==> src/rtl/flit_pkg.sv <==
// flit_pkg: flit type, link status record and pointer sizing shared by the flit link blocks
package flit_pkg;
  localparam int FLIT_WIDTH = 128;
  localparam int CNT_WIDTH = 16;
  typedef logic [FLIT_WIDTH-1:0] flit_t;
  typedef struct packed {
    logic                 overflow;
    logic [CNT_WIDTH-1:0] drop_cnt;
  } link_status_t;
  function automatic int ptr_width(input int depth);
    return $clog2(depth) + 1;
  endfunction
endpackage

==> src/rtl/flit_rx_queue_if.sv <==
// flit_rx_queue_if: link-side flit strobe plus router-side ready/valid handshake
interface flit_rx_queue_if import flit_pkg::*; #(
  parameter int FLIT_WIDTH = flit_pkg::FLIT_WIDTH
);
  logic [FLIT_WIDTH-1:0] flit_rx;
  logic                  flit_rx_vld;
  logic [FLIT_WIDTH-1:0] out_flit;
  logic                  out_vld;
  logic                  out_rdy;
  modport master (output flit_rx, flit_rx_vld, out_rdy, input out_flit, out_vld);
  modport slave (input flit_rx, flit_rx_vld, out_rdy, output out_flit, out_vld);
endinterface

==> src/rtl/sync_fifo.sv <==
// sync_fifo: wrap-bit pointer FIFO; caller must not push when full unless also popping
module sync_fifo import flit_pkg::*; #(
  parameter int WIDTH = FLIT_WIDTH,
  parameter int DEPTH = 4,
  localparam int PW = ptr_width(DEPTH),
  localparam int AW = PW - 1
) (
  input  logic             clk,
  input  logic             rst,
  input  logic             push,
  input  logic             pop,
  input  logic [WIDTH-1:0] din,
  output logic [WIDTH-1:0] dout,
  output logic             full,
  output logic             empty,
  output logic [PW-1:0]    count
);
  logic [WIDTH-1:0] mem [DEPTH];
  logic [PW-1:0] wr_ptr, rd_ptr;
  assign empty = wr_ptr == rd_ptr;
  assign full  = (wr_ptr[AW-1:0] == rd_ptr[AW-1:0]) && (wr_ptr[AW] != rd_ptr[AW]);
  assign count = wr_ptr - rd_ptr;
  assign dout  = mem[rd_ptr[AW-1:0]];
  always_ff @(posedge clk) begin
    if (rst) begin
      wr_ptr <= '0;
      rd_ptr <= '0;
    end else begin
      if (push) wr_ptr <= wr_ptr + 1'b1;
      if (pop) rd_ptr <= rd_ptr + 1'b1;
    end
  end
  // when full with a pop, the write lands on the slot the head is leaving
  always_ff @(posedge clk) begin
    if (push) mem[wr_ptr[AW-1:0]] <= din;
  end
endmodule

==> src/rtl/flit_rx_queue.sv <==
// flit_rx_queue: no-backpressure link flits into a FIFO; drops and counts flits that do not fit
module flit_rx_queue import flit_pkg::*; #(
  parameter int FLIT_WIDTH = flit_pkg::FLIT_WIDTH,
  parameter int DEPTH = 4,
  parameter int CNT_WIDTH = flit_pkg::CNT_WIDTH
) (
  input  logic                         clk,
  input  logic                         rst,
  flit_rx_queue_if.slave               link,
  output logic [ptr_width(DEPTH)-1:0]  occupancy,
  output logic                         overflow,
  output logic [CNT_WIDTH-1:0]         drop_cnt,
  input  logic                         clr_stat
);
  logic [FLIT_WIDTH-1:0] head;
  logic full, empty, push, pop, drop;
  assign link.out_vld  = !empty;
  assign pop           = link.out_vld && link.out_rdy;
  assign push          = link.flit_rx_vld && (!full || pop);
  assign drop          = link.flit_rx_vld && full && !pop;
  assign link.out_flit = link.out_vld ? head : '0;
  sync_fifo #(.WIDTH(FLIT_WIDTH), .DEPTH(DEPTH)) u_fifo (
    .clk   (clk),
    .rst   (rst),
    .push  (push),
    .pop   (pop),
    .din   (link.flit_rx),
    .dout  (head),
    .full  (full),
    .empty (empty),
    .count (occupancy)
  );
  // clearing beats a coincident drop, so that drop goes uncounted
  always_ff @(posedge clk) begin
    if (rst || clr_stat) begin
      overflow <= 1'b0;
      drop_cnt <= '0;
    end else if (drop) begin
      overflow <= 1'b1;
      drop_cnt <= &drop_cnt ? drop_cnt : drop_cnt + 1'b1;
    end
  end
endmodule

==> src/flat_wrapper.sv <==
// flat-port wrapper written by rule: the top's interface ports become plain ports
module flit_rx_queue_flat import flit_pkg::*;
#(
  parameter int FLIT_WIDTH = flit_pkg::FLIT_WIDTH,
  parameter int DEPTH = 4,
  parameter int CNT_WIDTH = flit_pkg::CNT_WIDTH
)
  (clk, rst, occupancy, overflow, drop_cnt, clr_stat, link_flit_rx, link_flit_rx_vld, link_out_rdy, link_out_flit, link_out_vld);
  flit_rx_queue_if #(.FLIT_WIDTH(FLIT_WIDTH)) link_i ();
  input  logic clk;
  input  logic rst;
  output logic [ptr_width(DEPTH)-1:0] occupancy;
  output logic overflow;
  output logic [CNT_WIDTH-1:0] drop_cnt;
  input  logic clr_stat;
  input wire logic [$bits(link_i.flit_rx)-1:0] link_flit_rx;
  input wire logic [$bits(link_i.flit_rx_vld)-1:0] link_flit_rx_vld;
  input wire logic [$bits(link_i.out_rdy)-1:0] link_out_rdy;
  output wire logic [$bits(link_i.out_flit)-1:0] link_out_flit;
  output wire logic [$bits(link_i.out_vld)-1:0] link_out_vld;
  assign link_i.flit_rx = link_flit_rx;
  assign link_i.flit_rx_vld = link_flit_rx_vld;
  assign link_i.out_rdy = link_out_rdy;
  assign link_out_flit = link_i.out_flit;
  assign link_out_vld = link_i.out_vld;
  flit_rx_queue #(.FLIT_WIDTH(FLIT_WIDTH), .DEPTH(DEPTH), .CNT_WIDTH(CNT_WIDTH)) u_core (.clk(clk), .rst(rst), .link(link_i), .occupancy(occupancy), .overflow(overflow), .drop_cnt(drop_cnt), .clr_stat(clr_stat));
endmodule
==> config.mk <==
export PLATFORM = sky130hd
export DESIGN_NAME = flit_rx_queue_flat
export DESIGN_NICKNAME = d
export VERILOG_FILES = /design/src/rtl/flit_pkg.sv /design/src/rtl/flit_rx_queue_if.sv /design/src/rtl/sync_fifo.sv /design/src/rtl/flit_rx_queue.sv /design/src/flat_wrapper.sv
export SDC_FILE = /design/constraint.sdc
export NUM_CORES = 1
export LEC_CHECK = 0
export CORE_ASPECT_RATIO = 1.25
export CORE_UTILIZATION = 23
export DETAILED_ROUTE_END_ITERATION = 10
export DONT_BUFFER_PORTS = 1
export RECOVER_POWER = 100
export SYNTH_ARGS = -nofsm -noshare
export SYNTH_HDL_FRONTEND = slang
export SYNTH_SLANG_ARGS = --single-unit
==> constraint.sdc <==
create_clock -name clk -period 8.5 [get_ports clk]
set_input_delay 1.7 -clock clk [delete_from_list [all_inputs] [get_ports clk]]
set_output_delay 1.7 -clock clk [all_outputs]
set_load 0.1 [all_outputs]
==> results_dict.tcl <==
set metrics [dict create \
    status "finished with violations" \
    violations "capacitance limit, slew limit" \
    grt_pass1_vias 10000 \
    post_synth_most_frequent_cells "edfxtp_1, and2_1, mux4_2" \
    critical_path_arrival_ps 6230 \
    numPortBuffers 0 \
    grt_overflow 0 \
    fin_tns_setup_ps 0 \
    post_cts_buffers 0 \
    synth_xor_area_share_pct 0.297 \
    drc 0 \
    register_area_mm2 0.0159 \
    clock-root-buffer "clkbuf_16" \
    cts.path.max_buffers 3 \
    cts.htree.levels 2 \
    synthCells 972 \
    cts_tree "yes" \
    clk_pin_slew_ps 60 \
    r2r_slack_ps 2500 \
    syn_to_final_growth_pct 16.5 \
    max_stage_delay_ps 2820 \
    rsz0062_at_grt "false" \
    first_iter_violations 568 \
    rows 122 \
    drtAntennaViolNets 0 \
    finalNonFillerCells 2224 \
    finalHoldViolCount 0 \
    crit_chain "xnor2_1 -> o31a_2 -> and2_0 -> clkbuf_2" \
    final.period_utilization_pct 70.6 \
    io_pins 282 \
    postCtsHoldBufs 0 \
    ys_seq_elements 537 \
    ys_warn_count 0 \
    antenna_cells 0 \
    grt_max_degree 89 \
    die_height_um 337 \
    fin_crit_ps 6000 \
    worstRegToRegCells 4 \
    setup_viol 0 \
    rr_startpoint "u_core.u_fifo.rd_ptr[2]$_SDFFE_PP0N_" \
    cap_violations 11 \
    synth_top_family_by_area "multiplexers" \
    grt_pass1_wl_mm 65.3 \
    worst-setup-path-type "reg2reg" \
    hold_slack_ps 583 \
    path_delay_family "simple AND/OR/NAND/NOR gates" \
    leakage_uw 0.00714 \
    synth_compound_area_share_pct 0.952 \
    synth_fa_ha_area_share_pct 0.582 \
    worst-path-stages 4 \
    async_flop_share_pct 0 \
    dp_hpwl_mm 26.7 \
    synth_flop_cell "edfxtp_1" \
    die_x_um 270 \
    cp_max_fo 49 \
    synth_mux_area_share_pct 14.3 \
    cp_slowest_cell "and2_0" \
    fmax_ghz 0.167 \
    vias_per_cell 4.18 \
    routedWlPerCell_um 20.0 \
    tightestPinTransition_ps 3960 \
    avgSynthCellArea_um2 21.2 \
    via_count 9303 \
    netlist_area_mm2 0.0206 \
    ys_types 39 \
    first_pass_iters 5 \
    slew_violations 193 \
    cp-start-kind "flop" \
    synth_area_leaders "edfxtp_1, mux4_2, and2_1" \
    post_route_cells_drive_above_1_share_pct 22.7 \
    synth_edf_count 512 \
    insertion_delay_ps 620 \
    nets 1141 \
    ir_drop_mv 0.322 \
    multi_input_area_mm2 0.00455 \
    critPathBufInv 1 \
    endpoint "u_core.u_fifo.mem[1][88]$_DFFE_PP_" \
    grt_util_all_layers_pct 9.59 \
    synth-simple-area-share_pct 5.86 \
    core_mm2 0.0887 \
    finalWeightedCongestion 0.826 \
    dpl.cell_count 2119 \
    antenna_found_initial 2 \
    synth.most_common_cell "edfxtp_1" \
    syn_nets 1114 \
    cts.sinks 537 \
    reg2reg_to "u_core.u_fifo.mem[1][88]$_DFFE_PP_" \
    finalClockSkew_ps 28.1 \
    cts.repair.resized 0 \
    numCtsBuffers 56 \
    die_area_mm2 0.0909 \
    synth_top_area_share_pct 74.5 \
    synth_top_cell_by_area "edfxtp_1" \
    fillerInstances 8763 \
    ys_seq_area_share_pct 76.9 \
    end_kind "flop" \
    required_ps 8720 \
    startpoint "u_core.u_fifo.rd_ptr[2]$_SDFFE_PP0N_" \
    min-delay-path-class "reg2reg" \
    initial_utilization_pct 23.3 \
    power_density_mw_per_mm2 345 \
    slew_headroom_pct -164 \
    postRouteWirelength_mm 44.4 \
]
==> flip-flops by register name, indices dropped and copies added (netlist names), named ones only <==
signal and cells:
u_core.u_fifo.mem 512, u_core.drop_cnt 16, u_core.u_fifo.rd_ptr 3, u_core.u_fifo.wr_ptr 3
u_core.overflow 1
==> worst reg2reg max path, cell delays in order, from the launching register on <==
cell	delay, ps
dfxtp_1	350
xnor2_1	680
o31a_2	310
and2_0	2820
clkbuf_2	1400
==> per-stage QoR <==
stage	utilization, %	total power, µW	cell area, µm²	worst slack (ps)
CTS	27.1	8440	24100	2930
floorplan	-	5500	20600	3150
global placement	24.9	5770	22100	3740
global route	27.1	8560	24000	1790
finish	27.1	8300	24000	2500
detailed placement	24.9	5780	22100	3600
==> per-layer routing <==
metal  share of wire [%]  global-route usage (%)  wire length [µm]
met1                  38                    10.9             16800
met2                  50                    16.5             22300
met4                 2.6                    3.41              1150
met5                   0                       0                 0
met3                 9.5                    3.50              4230
==> cell type report <==
class                           count  area share (%)
Timing Repair Buffer               15           0.442
Clock inverter                     37            2.22
Inverter                            8           0.146
Clock buffer                       68            6.10
Multi-Input combinational cell    381            18.9
Tap cell                         1178            6.13
Sequential cell                   537            66.0
==> worst min path at each step <==
| stage | startpoint | to | depth (start not counted) |
|---|---|---|---|
| floorplan | u_core.u_fifo.rd_ptr[0]$_SDFFE_PP0N_ | flop | 2 |
| global placement | u_core.u_fifo.wr_ptr[1]$_SDFFE_PP0P_ | u_core.u_fifo.wr_ptr[1]$_SDFFE_PP0P_ | 2 |
| detailed placement | u_core.u_fifo.wr_ptr[1]$_SDFFE_PP0P_ | u_core.u_fifo.wr_ptr[1]$_SDFFE_PP0P_ | 2 |
| CTS | u_core.u_fifo.wr_ptr[1]$_SDFFE_PP0P_ | u_core.u_fifo.wr_ptr[1]$_SDFFE_PP0P_ | 2 |
| global route | u_core.u_fifo.rd_ptr[0]$_SDFFE_PP0N_ | u_core.u_fifo.rd_ptr[0]$_SDFFE_PP0N_ | 2 |
| finish | u_core.u_fifo.wr_ptr[1]$_SDFFE_PP0P_ | u_core.u_fifo.wr_ptr[1]$_SDFFE_PP0P_ | 2 |
==> cells by family after synthesis <==
kind of cell             after synthesis
flip-flops                           537
adder cells (fa/ha/maj)                9
XOR/XNOR                               7
buffers and inverters                 54
AND/OR/NAND/NOR                      201
multiplexers                         134
AO/OA/AOI/OAI                         30
==> layout by cell type, fill, tap and decap left out, drive strengths merged, types with 6 or more instances in the layout <==
cell type,netlist,routed
and2,133,133
buf,15,9
bufinv,0,11
o31ai,7,7
clkbuf,31,74
dfxtp,25,25
nor2,14,14
a21oi,10,10
mux4,128,128
nand3,6,6
inv,8,14
nand2,13,13
clkinv,0,18
or3,6,6
ha,8,8
or4,7,7
edfxtp,512,512
==> power breakdown <==
group          internal, µW  total [µW]  switching (µW)  leakage (µW)
sequential             3040        3110            66.4       0.00491
combinational           385        2560            2180       0.00127
clock                  1580        2630            1050      0.000966
Note: power is estimated with default switching activity, not from simulation.
